[config.mk]
export PLATFORM = sky130hd
export DESIGN_NAME = execution_mdu
export DESIGN_NICKNAME = d
export VERILOG_FILES = /design/src/rtl/execution_mdu_pkg.sv /design/src/rtl/execution_mdu_mdu_iter.sv /design/src/rtl/execution_mdu.sv
export SDC_FILE = /design/constraint.sdc
export NUM_CORES = 2
export LEC_CHECK = 0
export ABC_CLOCK_PERIOD_IN_PS = 8900
export CAP_MARGIN = 20
export CORE_MARGIN = 4
export CORE_UTILIZATION = 55
export CTS_BUF_LIST = sky130_fd_sc_hd__clkbuf_8
export DETAILED_ROUTE_END_ITERATION = 12
export PLACE_DENSITY = 0.76
export SLEW_MARGIN = 25
export SYNTH_ARGS = -nofsm -noshare
export SYNTH_HDL_FRONTEND = slang
export SYNTH_SLANG_ARGS = --single-unit
[constraint.sdc]
create_clock -name clk -period 8.9 [get_ports clk]
set_input_delay 1.78 -clock clk [delete_from_list [all_inputs] [get_ports clk]]
set_output_delay 1.78 -clock clk [all_outputs]
set_load 0.02 [all_outputs]
[src/rtl/execution_mdu_pkg.sv]
// Shared encodings for the RV32 execute stage: opcodes, funct codes,
// MDU FSM states and the instruction field layout.
package execution_mdu_pkg;

    localparam logic [6:0] INST_TYPE_I   = 7'b0010011;
    localparam logic [6:0] INST_TYPE_R_M = 7'b0110011;
    localparam logic [6:0] INST_TYPE_B   = 7'b1100011;

    localparam logic [6:0] FUNCT7_BASE = 7'b0000000;
    localparam logic [6:0] FUNCT7_ALT  = 7'b0100000;
    localparam logic [6:0] FUNCT7_M    = 7'b0000001;

    localparam logic [2:0] F3_ADD  = 3'b000;
    localparam logic [2:0] F3_SLL  = 3'b001;
    localparam logic [2:0] F3_SLT  = 3'b010;
    localparam logic [2:0] F3_SLTU = 3'b011;
    localparam logic [2:0] F3_XOR  = 3'b100;
    localparam logic [2:0] F3_SR   = 3'b101;
    localparam logic [2:0] F3_OR   = 3'b110;
    localparam logic [2:0] F3_AND  = 3'b111;

    localparam logic [2:0] F3_BEQ  = 3'b000;
    localparam logic [2:0] F3_BNE  = 3'b001;
    localparam logic [2:0] F3_BLT  = 3'b100;
    localparam logic [2:0] F3_BGE  = 3'b101;
    localparam logic [2:0] F3_BLTU = 3'b110;
    localparam logic [2:0] F3_BGEU = 3'b111;

    localparam logic [2:0] F3_MUL    = 3'b000;
    localparam logic [2:0] F3_MULH   = 3'b001;
    localparam logic [2:0] F3_MULHSU = 3'b010;
    localparam logic [2:0] F3_MULHU  = 3'b011;
    localparam logic [2:0] F3_DIV    = 3'b100;
    localparam logic [2:0] F3_DIVU   = 3'b101;
    localparam logic [2:0] F3_REM    = 3'b110;
    localparam logic [2:0] F3_REMU   = 3'b111;

    typedef enum logic [1:0] {
        MDU_IDLE = 2'd0,
        MDU_MUL  = 2'd1,
        MDU_DIV  = 2'd2,
        MDU_DONE = 2'd3
    } mdu_state_e;

    typedef struct packed {
        logic [6:0] funct7;
        logic [4:0] rs2;
        logic [4:0] rs1;
        logic [2:0] funct3;
        logic [4:0] rd;
        logic [6:0] opcode;
    } rv_inst_t;

    // Sign-extended B-type branch offset.
    function automatic logic [31:0] b_imm(input logic [31:0] i);
        return {{20{i[31]}}, i[7], i[30:25], i[11:8], 1'b0};
    endfunction

endpackage

[src/rtl/execution_mdu_mdu_iter.sv]
// Iterative RV32M unit: shift-add multiplier (MUL_STEP bits/cycle) and
// restoring divider (1 bit/cycle) on magnitudes, with sign fix-up at the end.
module mdu_iter
    import execution_mdu_pkg::*;
#(
    parameter int unsigned XLEN          = 32,
    parameter int unsigned MUL_STEP      = 1,
    parameter int unsigned DIV_EARLY_OUT = 1
) (
    input  logic            clk,
    input  logic            rst_n,
    input  logic            start,
    input  logic            flush,
    input  logic [2:0]      op,
    input  logic [XLEN-1:0] a,
    input  logic [XLEN-1:0] b,
    output logic            busy,
    output logic            done,
    output logic [XLEN-1:0] result
);

    localparam int unsigned MUL_ITERS = XLEN / MUL_STEP;
    localparam int unsigned CW        = $clog2(XLEN) + 1;
    localparam int unsigned MW        = XLEN + MUL_STEP;
    localparam logic [XLEN-1:0] MOST_NEG = XLEN'(1) << (XLEN - 1);

    mdu_state_e       state;
    logic [CW-1:0]    cnt;
    logic [XLEN-1:0]  acc_hi, acc_lo, mcand, special_res_q;
    logic [2:0]       op_q;
    logic             neg_q, neg_r, special_q;

    logic             is_div, a_signed, b_signed, a_neg, b_neg, div_zero, div_ovf, last;
    logic [XLEN-1:0]  special_res, hi_nxt, lo_nxt, quo_fix, rem_fix, final_res;
    logic [MW-1:0]    mul_sum;
    logic [XLEN:0]    div_shift, div_diff;
    logic [2*XLEN-1:0] prod, prod_fix;

    // Issue-time operand classification and divide corner cases.
    always_comb begin
        is_div   = op[2];
        a_signed = (op == F3_MULH) || (op == F3_MULHSU) || (op == F3_DIV) || (op == F3_REM);
        b_signed = (op == F3_MULH) || (op == F3_DIV) || (op == F3_REM);
        a_neg    = a_signed && a[XLEN-1];
        b_neg    = b_signed && b[XLEN-1];
        div_zero = is_div && (b == '0);
        div_ovf  = is_div && b_signed && (a == MOST_NEG) && (b == '1);
        special_res = '0;
        if (div_zero)     special_res = op[1] ? a : '1;
        else if (div_ovf) special_res = op[1] ? '0 : MOST_NEG;
    end

    // One iteration step plus the signed result of the final step.
    always_comb begin
        mul_sum   = MW'(acc_hi) + MW'(mcand) * MW'(acc_lo[MUL_STEP-1:0]);
        div_shift = {acc_hi, acc_lo[XLEN-1]};
        div_diff  = div_shift - {1'b0, mcand};
        if (state == MDU_MUL) begin
            {hi_nxt, lo_nxt} = (2*XLEN)'({mul_sum, acc_lo} >> MUL_STEP);
        end else begin
            hi_nxt = div_diff[XLEN] ? div_shift[XLEN-1:0] : div_diff[XLEN-1:0];
            lo_nxt = {acc_lo[XLEN-2:0], ~div_diff[XLEN]};
        end
        last = ((state == MDU_MUL) && (cnt == CW'(MUL_ITERS - 1))) ||
               ((state == MDU_DIV) && (cnt == CW'(XLEN - 1)));
        prod     = {hi_nxt, lo_nxt};
        prod_fix = neg_q ? -prod : prod;
        quo_fix  = neg_q ? -lo_nxt : lo_nxt;
        rem_fix  = neg_r ? -hi_nxt : hi_nxt;
        if (special_q)       final_res = special_res_q;
        else if (!op_q[2])   final_res = (op_q == F3_MUL) ? prod_fix[XLEN-1:0] : prod_fix[2*XLEN-1:XLEN];
        else                 final_res = op_q[1] ? rem_fix : quo_fix;
    end

    always_ff @(posedge clk or negedge rst_n) begin
        if (!rst_n) begin
            state         <= MDU_IDLE;
            cnt           <= '0;
            acc_hi        <= '0;
            acc_lo        <= '0;
            mcand         <= '0;
            op_q          <= '0;
            neg_q         <= 1'b0;
            neg_r         <= 1'b0;
            special_q     <= 1'b0;
            special_res_q <= '0;
            result        <= '0;
        end else begin
            case (state)
                MDU_IDLE: begin
                    if (start) begin
                        op_q          <= op;
                        neg_q         <= a_neg ^ b_neg;
                        neg_r         <= a_neg;
                        acc_hi        <= '0;
                        acc_lo        <= a_neg ? -a : a;
                        mcand         <= b_neg ? -b : b;
                        cnt           <= '0;
                        special_q     <= div_zero || div_ovf;
                        special_res_q <= special_res;
                        result        <= special_res;
                        if ((div_zero || div_ovf) && (DIV_EARLY_OUT != 0)) state <= MDU_DONE;
                        else state <= is_div ? MDU_DIV : MDU_MUL;
                    end
                end
                MDU_MUL, MDU_DIV: begin
                    if (flush) begin
                        state <= MDU_IDLE;
                    end else begin
                        acc_hi <= hi_nxt;
                        acc_lo <= lo_nxt;
                        cnt    <= cnt + CW'(1);
                        if (last) begin
                            result <= final_res;
                            state  <= MDU_DONE;
                        end
                    end
                end
                default: state <= MDU_IDLE;
            endcase
        end
    end

    assign busy = (state == MDU_MUL) || (state == MDU_DIV);
    assign done = (state == MDU_DONE);

endmodule

[src/rtl/execution_mdu.sv]
// RV32 execute stage: zero-cycle ALU and branches, iterative M-extension
// unit that stalls the front pipeline through hold_en while it works.
module execution_mdu
    import execution_mdu_pkg::*;
#(
    parameter int unsigned XLEN          = 32,
    parameter int unsigned MUL_STEP      = 1,
    parameter int unsigned DIV_EARLY_OUT = 1
) (
    input  logic            clk,
    input  logic            rst_n,
    input  logic [31:0]     inst,
    input  logic [31:0]     inst_addr,
    input  logic [XLEN-1:0] op1,
    input  logic [XLEN-1:0] op2,
    input  logic            flush,
    output logic [4:0]      rd_addr,
    output logic            rd_we,
    output logic [XLEN-1:0] rd_data,
    output logic [31:0]     jump_addr,
    output logic            jump_en,
    output logic            hold_en
);

    localparam int unsigned SHW = $clog2(XLEN);
    localparam logic WIDE_SHAMT = (XLEN == 64);

    rv_inst_t        di;
    logic            is_mdu, mdu_start, mdu_busy, mdu_done;
    logic [XLEN-1:0] mdu_result, alu_res, sra_res;
    logic [4:0]      rd_q;
    logic [SHW-1:0]  shamt;
    logic [5:0]      imm_hi;
    logic            alu_valid, br_taken, shamt_ok, sub_op, arith;
    logic            unused_rs;

    assign di        = rv_inst_t'(inst);
    assign unused_rs = ^{di.rs1, di.rs2};
    assign is_mdu    = (di.opcode == INST_TYPE_R_M) && (di.funct7 == FUNCT7_M);
    assign mdu_start = is_mdu && !mdu_busy && !mdu_done;

    mdu_iter #(
        .XLEN          (XLEN),
        .MUL_STEP      (MUL_STEP),
        .DIV_EARLY_OUT (DIV_EARLY_OUT)
    ) u_mdu_iter (
        .clk    (clk),
        .rst_n  (rst_n),
        .start  (mdu_start),
        .flush  (flush),
        .op     (di.funct3),
        .a      (op1),
        .b      (op2),
        .busy   (mdu_busy),
        .done   (mdu_done),
        .result (mdu_result)
    );

    always_ff @(posedge clk or negedge rst_n) begin
        if (!rst_n)         rd_q <= '0;
        else if (mdu_start) rd_q <= di.rd;
    end

    // Integer ALU and branch condition decode.
    always_comb begin
        alu_valid = 1'b0;
        br_taken  = 1'b0;
        shamt     = op2[SHW-1:0];
        imm_hi    = di.funct7[6:1];
        shamt_ok  = WIDE_SHAMT || !di.funct7[0];
        sub_op    = (di.opcode == INST_TYPE_R_M) && di.funct7[5];
        arith     = (di.opcode == INST_TYPE_I) ? imm_hi[4] : di.funct7[5];
        sra_res   = $unsigned($signed(op1) >>> shamt);
        case (di.funct3)
            F3_ADD:  alu_res = sub_op ? op1 - op2 : op1 + op2;
            F3_SLL:  alu_res = op1 << shamt;
            F3_SLT:  alu_res = XLEN'($signed(op1) < $signed(op2));
            F3_SLTU: alu_res = XLEN'(op1 < op2);
            F3_XOR:  alu_res = op1 ^ op2;
            F3_SR:   alu_res = arith ? sra_res : op1 >> shamt;
            F3_OR:   alu_res = op1 | op2;
            default: alu_res = op1 & op2;
        endcase
        case (di.opcode)
            INST_TYPE_I: begin
                if (di.funct3 == F3_SLL)     alu_valid = (imm_hi == 6'b000000) && shamt_ok;
                else if (di.funct3 == F3_SR) alu_valid = ((imm_hi == 6'b000000) || (imm_hi == 6'b010000)) && shamt_ok;
                else                         alu_valid = 1'b1;
            end
            INST_TYPE_R_M: begin
                alu_valid = (di.funct7 == FUNCT7_BASE) ||
                            ((di.funct7 == FUNCT7_ALT) && ((di.funct3 == F3_ADD) || (di.funct3 == F3_SR)));
            end
            INST_TYPE_B: begin
                case (di.funct3)
                    F3_BEQ:  br_taken = (op1 == op2);
                    F3_BNE:  br_taken = (op1 != op2);
                    F3_BLT:  br_taken = ($signed(op1) < $signed(op2));
                    F3_BGE:  br_taken = !($signed(op1) < $signed(op2));
                    F3_BLTU: br_taken = (op1 < op2);
                    F3_BGEU: br_taken = !(op1 < op2);
                    default: br_taken = 1'b0;
                endcase
            end
            default: ;
        endcase
    end

    // Output steering by MDU phase; everything reads as zero while in reset.
    always_comb begin
        rd_we     = 1'b0;
        rd_addr   = '0;
        rd_data   = '0;
        jump_en   = 1'b0;
        jump_addr = '0;
        hold_en   = 1'b0;
        if (!rst_n) begin
            hold_en = 1'b0;
        end else if (mdu_done) begin
            if (!flush) begin
                rd_we   = (rd_q != 5'd0);
                rd_addr = rd_q;
                rd_data = mdu_result;
            end
        end else if (mdu_busy) begin
            hold_en = !flush;
        end else if (is_mdu) begin
            hold_en = 1'b1;
        end else if (alu_valid) begin
            rd_we   = (di.rd != 5'd0);
            rd_addr = di.rd;
            rd_data = alu_res;
        end else if (br_taken) begin
            jump_en   = 1'b1;
            jump_addr = inst_addr + b_imm(inst);
        end
    end

endmodule

# Word level (Yosys, flattened, before mapping)
# Cells that the tools add are included.
dict set report totals {
  reg_bits 179
  output_inout_bits 72
}
dict set report classes {
  n_addsub 11
  multipliers 1
  magnitude_cmp 2
  n_eq_ne 25
  shift 3
  mux 77
  bitwise 5
  n_reduce_logical 46
}
# op n
set ops {}
lappend ops {{2-to-1 mux 32 bit} 36}
lappend ops {{one-hot mux 32 bit (7 select lines)} 1}
lappend ops {{one-hot mux 32 bit (2 select lines)} 3}
lappend ops {{negation 32 bit} 4}
lappend ops {{adder 32 bit} 2}
lappend ops {{equality test 32 bit, second input constant} 2}
lappend ops {{< comparator 32 bit} 2}
lappend ops {{2-to-1 mux 64 bit} 1}
lappend ops {{negation 64 bit} 1}
lappend ops {{adder 32 x 33 -> 33 bit} 1}
lappend ops {{multiplier 32 x 1 -> 33 bit} 1}
lappend ops {{subtractor 33 x 32 -> 33 bit} 1}
lappend ops {{bitwise AND 32 bit} 1}
lappend ops {{equality test 32 bit} 1}
lappend ops {{logical NOT 32 bit} 1}
lappend ops {{inequality test 32 bit} 1}
lappend ops {{bitwise OR 32 bit} 1}
lappend ops {{<< shifter 32 x 5 -> 32 bit} 1}
lappend ops {{right shift 32 x 5 -> 32 bit} 1}
lappend ops {{>>> shifter 32 x 5 -> 32 bit} 1}
lappend ops {{subtractor 32 bit} 1}
lappend ops {{XOR 32 bit} 1}
lappend ops {{2-to-1 mux 5 bit} 6}
lappend ops {{2-to-1 mux 1 bit} 19}
lappend ops {{35 further kinds} 80}

# Depth between registers and ports, before layout
dict set report depth {
  depth_word 11
  depth_mapped 24
  mapped_depth_nobuf 24
}

# By module
# A second synthesis with hierarchy kept.
dict set report unflattened {
  hier_cells 4014
  area_unflattened_um2 28628.7
}
# mod n_inst cells_each area_each_um2 seq_area_each_um2
set by_module_without_submodules {}
lappend by_module_without_submodules {mdu_iter 1 2353 17685.7 4354.2}
lappend by_module_without_submodules {execution_mdu 1 1661 10943.0 125.1}

# Least setup slack after synthesis
# No wires, ideal clock.
dict set report synth_timing {
  kind {in2out}
  start {in op2[1]}
  end {out jump_addr[18]}
  t_arrival_ps 7248
  t_required_ps 7120
  setup_slack_ps -128
  stages 20
  cell_sequence {clkbuf_1 > clkinv_1 > buf_1 > clkbuf_1 > fa_1 > nand2b_1 > a21oi_1 > o21ai_0 > a21o_1 > a211oi_1 > nand4b_1 > a311oi_1 > o221ai_1 > a221oi_1 > mux2i_1 > xnor2_1 > a22oi_1 > or3_1 > clkbuf_1 > a2111oi_0}
}
dict set report synth_via {
  elab_chain_cells 10
  word_cells_on_any_way 14
}
# item line
set synth_lines {}
lappend synth_lines {{start, declared} execution_mdu.sv:15} ;# input logic [XLEN-1:0] op2,
lappend synth_lines {{< comparator 32 bit, on equally long branches} n/a}
lappend synth_lines {{logical NOT 1 bit, on equally long branches} {execution_mdu.sv:101, execution_mdu.sv:99}}
lappend synth_lines {{one-hot mux 1 bit (6 select lines) (*)} execution_mdu.sv:95} ;# case (di.funct3)
lappend synth_lines {{2-to-1 mux 1 bit (*)} execution_mdu.sv:84} ;# case (di.opcode)
lappend synth_lines {{2-to-1 mux 32 bit (*)} execution_mdu.sv:133} ;# end else if (br_taken) begin
lappend synth_lines {{2-to-1 mux 32 bit (*)} execution_mdu.sv:129} ;# end else if (alu_valid) begin
lappend synth_lines {{2-to-1 mux 32 bit (*)} execution_mdu.sv:127} ;# end else if (is_mdu) begin
lappend synth_lines {{2-to-1 mux 32 bit (*)} execution_mdu.sv:125} ;# end else if (mdu_busy) begin
lappend synth_lines {{2-to-1 mux 32 bit (*)} execution_mdu.sv:119} ;# end else if (mdu_done) begin
lappend synth_lines {{2-to-1 mux 32 bit (*)} execution_mdu.sv:117} ;# if (!rst_n) begin
lappend synth_lines {{end, declared} execution_mdu.sv:20} ;# output logic [31:0] jump_addr,
# Mark *: on every way between the ends. The rest lies on a longest branch, timed or not.

# Worst setup path in the final report
dict set report layout_timing {
  start {in op1[0]}
  end {out rd_data[30]}
}
dict set report layout_via {
  elab_chain_cells 8
  word_cells_on_any_way 13
}
# item line
set layout_lines {}
lappend layout_lines {{start, declared} execution_mdu.sv:14} ;# input logic [XLEN-1:0] op1,
lappend layout_lines {{adder 32 bit (tied with other cells)} execution_mdu.sv:75} ;# F3_ADD: alu_res = sub_op ? op1 - op2 : op1 + op2;
lappend layout_lines {{2-to-1 mux 32 bit, on equally long branches} {execution_mdu.sv:75, execution_mdu.sv:80}}
lappend layout_lines {{one-hot mux 32 bit (7 select lines) (*)} execution_mdu.sv:74} ;# case (di.funct3)
lappend layout_lines {{2-to-1 mux 32 bit (*)} execution_mdu.sv:129}
lappend layout_lines {{2-to-1 mux 32 bit (*)} execution_mdu.sv:127}
lappend layout_lines {{2-to-1 mux 32 bit (*)} execution_mdu.sv:125}
lappend layout_lines {{2-to-1 mux 32 bit (*)} execution_mdu.sv:119}
lappend layout_lines {{2-to-1 mux 32 bit (*)} execution_mdu.sv:117}
lappend layout_lines {{end, declared} execution_mdu.sv:19} ;# output logic [XLEN-1:0] rd_data,
# Marked as above.

==> reports/metrics.cfg <==
[clock_network]
clk_latency_ns=0.53
cts_tree=done
clk_pin_slew_ns=0.11
ctsHtreeMaxLevel=4
cts_root_buf=clkbuf_8
clockBufferDepth=2
clkSinkCount=179
cts_setup_buffers=0
cts_made_buffers=17

[layout]
final_layout_size_suffix_gt1_frac=0.0850
layout_common_cells=412 x nand2_1, 386 x nor2_1, 349 x a21oi_1, 338 x o21ai_0, 200 x ha_1
syn2layout_area_growth_pct=13.8
final_net_count=4267
layout_commonest_cell=nand2_1

[floorplanning]
rows=80
start_util=0.561
die_h_um=230
die_w_um=230
fp.dieArea_um2=52700
core_um2=48100
ios=203

[sta]
setup_tns_ns=0
fin_crit_sh=0.987
finalHoldViolations=0
slew_viol_final=0
max_freq_mhz=114
finalClockSkew_ns=0.0313
tightest_slew_ns=1.13
finalSetupViolations=0
whs_ns=0.493
fin_crit_ns=8.79
slew-limit-headroom=0.242
grt_setup_unrepaired=no

[placement]
io_buffers=192
globalplace.congestion=1.08
dp_hpwl_um=100000

[route]
drc=0
drt_wl_total_um=129000
routedWlPerCell_um=28.0
drtAntennaViolNets=0
routed-via-count=31800
drt_iter0_drc=4617
routed_via_density=6.91
firstDrtPassIters=7

[run_status]
status=finished clean

[hold_path]
hold_path.class=flip-flop to flip-flop

[power]
p_per_area_nw_per_um2=257
ir_drop_mv=0.181
p_leak_uw=0.0136

[worst_setup_path]
crit_type=input pin to primary output
critPathRequiredTime_ns=7.12
startpoint_type=input pin
cp_max_fo=6
path_cells=clkdlybuf4s50_1 -> buf_4 -> ha_1 -> fa_1 -> a21o_1 -> a21o_1 -> a21o_1 -> a21o_1 -> a21o_1 -> a211oi_1 -> o31ai_1 -> a21oi_1 -> o31a_1 -> nor2_1 -> nor3_1 -> a21oi_1 -> xnor2_1 -> o21ai_0 -> buf_4 -> clkdlybuf4s50_1
end_kind=primary output
cp_slowest_cell=o31ai_1
critical_path.most_common_cell=a21o_1
max_stage_delay_ns=0.96
worstPathArrival_ns=7.01

[global_routing]
antenna_found_initial=6
track_usage=0.470
grt_remaining_overflow=0
grt_pass1_vias=29800
grt_pass1_wl_um=190000
grt_max_degree=97

[job]
maxCapViolCount=0

[logic_synthesis]
syn-cell-area_um2=27000
post-synth-top-area-cell=dfrtp_1
seq_area_frac_synth=0.166
synth_cell_types=109
synth-edff-count=0
synth_flop_cell=dfrtp_1
postSynthAreaPerCell_um2=7.11
synthArstFlopShare=1.00
synth_nets=4135
ys.warnings.count=0
synthTopCellsByArea=dfrtp_1 17%, ha_1 9.3%, a21oi_1 6.5%
netlist_instances=3798
yosys_register_bits=179
yosys.area.top_type_share=0.166

power by group:
part / leakage [uW] / total, uW / switching (uW) / internal [uW]
logic: 0.0110 / 6080 / 4050 / 2030
registers: 0.00235 / 1210 / 216 / 991
clock network: 0.000214 / 624 / 376 / 248
total: 0.0136 / 7910 / 4640 / 3270
sequential cells by signal, summed over array words and instances, names as in the netlist:
register,cells
rd_q,5
u_mdu_iter.acc_hi,32
u_mdu_iter.acc_lo,32
u_mdu_iter.cnt,6
u_mdu_iter.mcand,32
u_mdu_iter.neg_q,1
u_mdu_iter.neg_r,1
u_mdu_iter.op_q,3
u_mdu_iter.result,32
u_mdu_iter.special_q,1
u_mdu_iter.special_res_q,32
u_mdu_iter.state,2
layout make-up:
class	count	area, um2
multi-input combinational	3171	20900
fill	4459	17400
sequential	179	4480
timing repair buffer	381	3410
tap	656	821
inverter	180	676
clock buffer	18	248
clock inverter	14	185
antenna	3	7.51
through the flow:
step	power (uW)	instance area, um2	setup slack, ns	utilization	std cells
floorplan	5200	27000	0.123	-	3798
global placement	6930	30200	0.0407	0.626	4567
detailed placement	6960	30200	0.00475	0.626	4567
CTS	7620	30600	0.0346	0.635	4599
global route	8320	30700	0.0181	0.638	4600
finish	7910	30700	0.112	0.638	4602
cell usage after synthesis (22+ instances only):
master    count
o21ai_0     339
nand3_1      80
xnor2_1     155
and3_1       32
nor3_1       95
nor2_1      388
ha_1        201
a31oi_1      34
a21oi_1     350
a21boi_0     22
clkbuf_1    224
o31ai_1      48
a21o_1       59
nor4_1       29
a211oi_1     50
o211ai_1     54
nor2b_1      34
mux2i_1     117
nand2_1     412
o21bai_1     28
inv_1       173
nand4_1      46
o21a_1       26
and2_1       51
o221ai_1     33
buf_1        24
or3_1        25
o22ai_1      26
xor2_1       82
dfrtp_1     179
final timing paths:
check                                        startpoint                           end  slack (ns)  cells after the start
max in group asynchronous                         rst_n         u_mdu_iter.acc_lo[26]        5.15                      4
min reg2reg                u_mdu_iter.special_res_q[28]  u_mdu_iter.special_res_q[28]        0.49                      2
max                                              op1[0]                   rd_data[30]        0.11                     20
max reg2reg                       u_mdu_iter.acc_lo[31]         u_mdu_iter.result[28]        2.14                     22
min                        u_mdu_iter.special_res_q[28]  u_mdu_iter.special_res_q[28]        0.49                      2
min in group asynchronous                         rst_n         u_mdu_iter.acc_hi[17]        1.23                      1
kinds of logic after synthesis:
family / share of synthesized area
simple gates: 0.223
buf+inv: 0.0641
mux: 0.0604
xor+xnor: 0.0768
flops: 0.166
fa+ha+maj: 0.0968
compound gates: 0.313
worst max-delay path, delay by kind of cell:
kind            cells  cell delay [ns]
xor+xnor            1             0.12
simple gates        2             0.22
buf+inv             4             1.42
fa+ha+maj           2             0.54
compound gates     11             2.90
layer usage:
layer,vias up,wire [um],track usage
met5,-,10,0
met4,2,11500,0.323
met3,546,16600,0.130
met2,2388,53100,0.696
met1,14800,47700,0.594
li1,14100,-,-
timing repair:
item	in CTS	in global routing
pin swaps	0	2
hold buffers	0	0
resized for setup	2	43
endpoints found under the setup margin	11	38
Note: power is estimated with default switching activity, not from simulation.
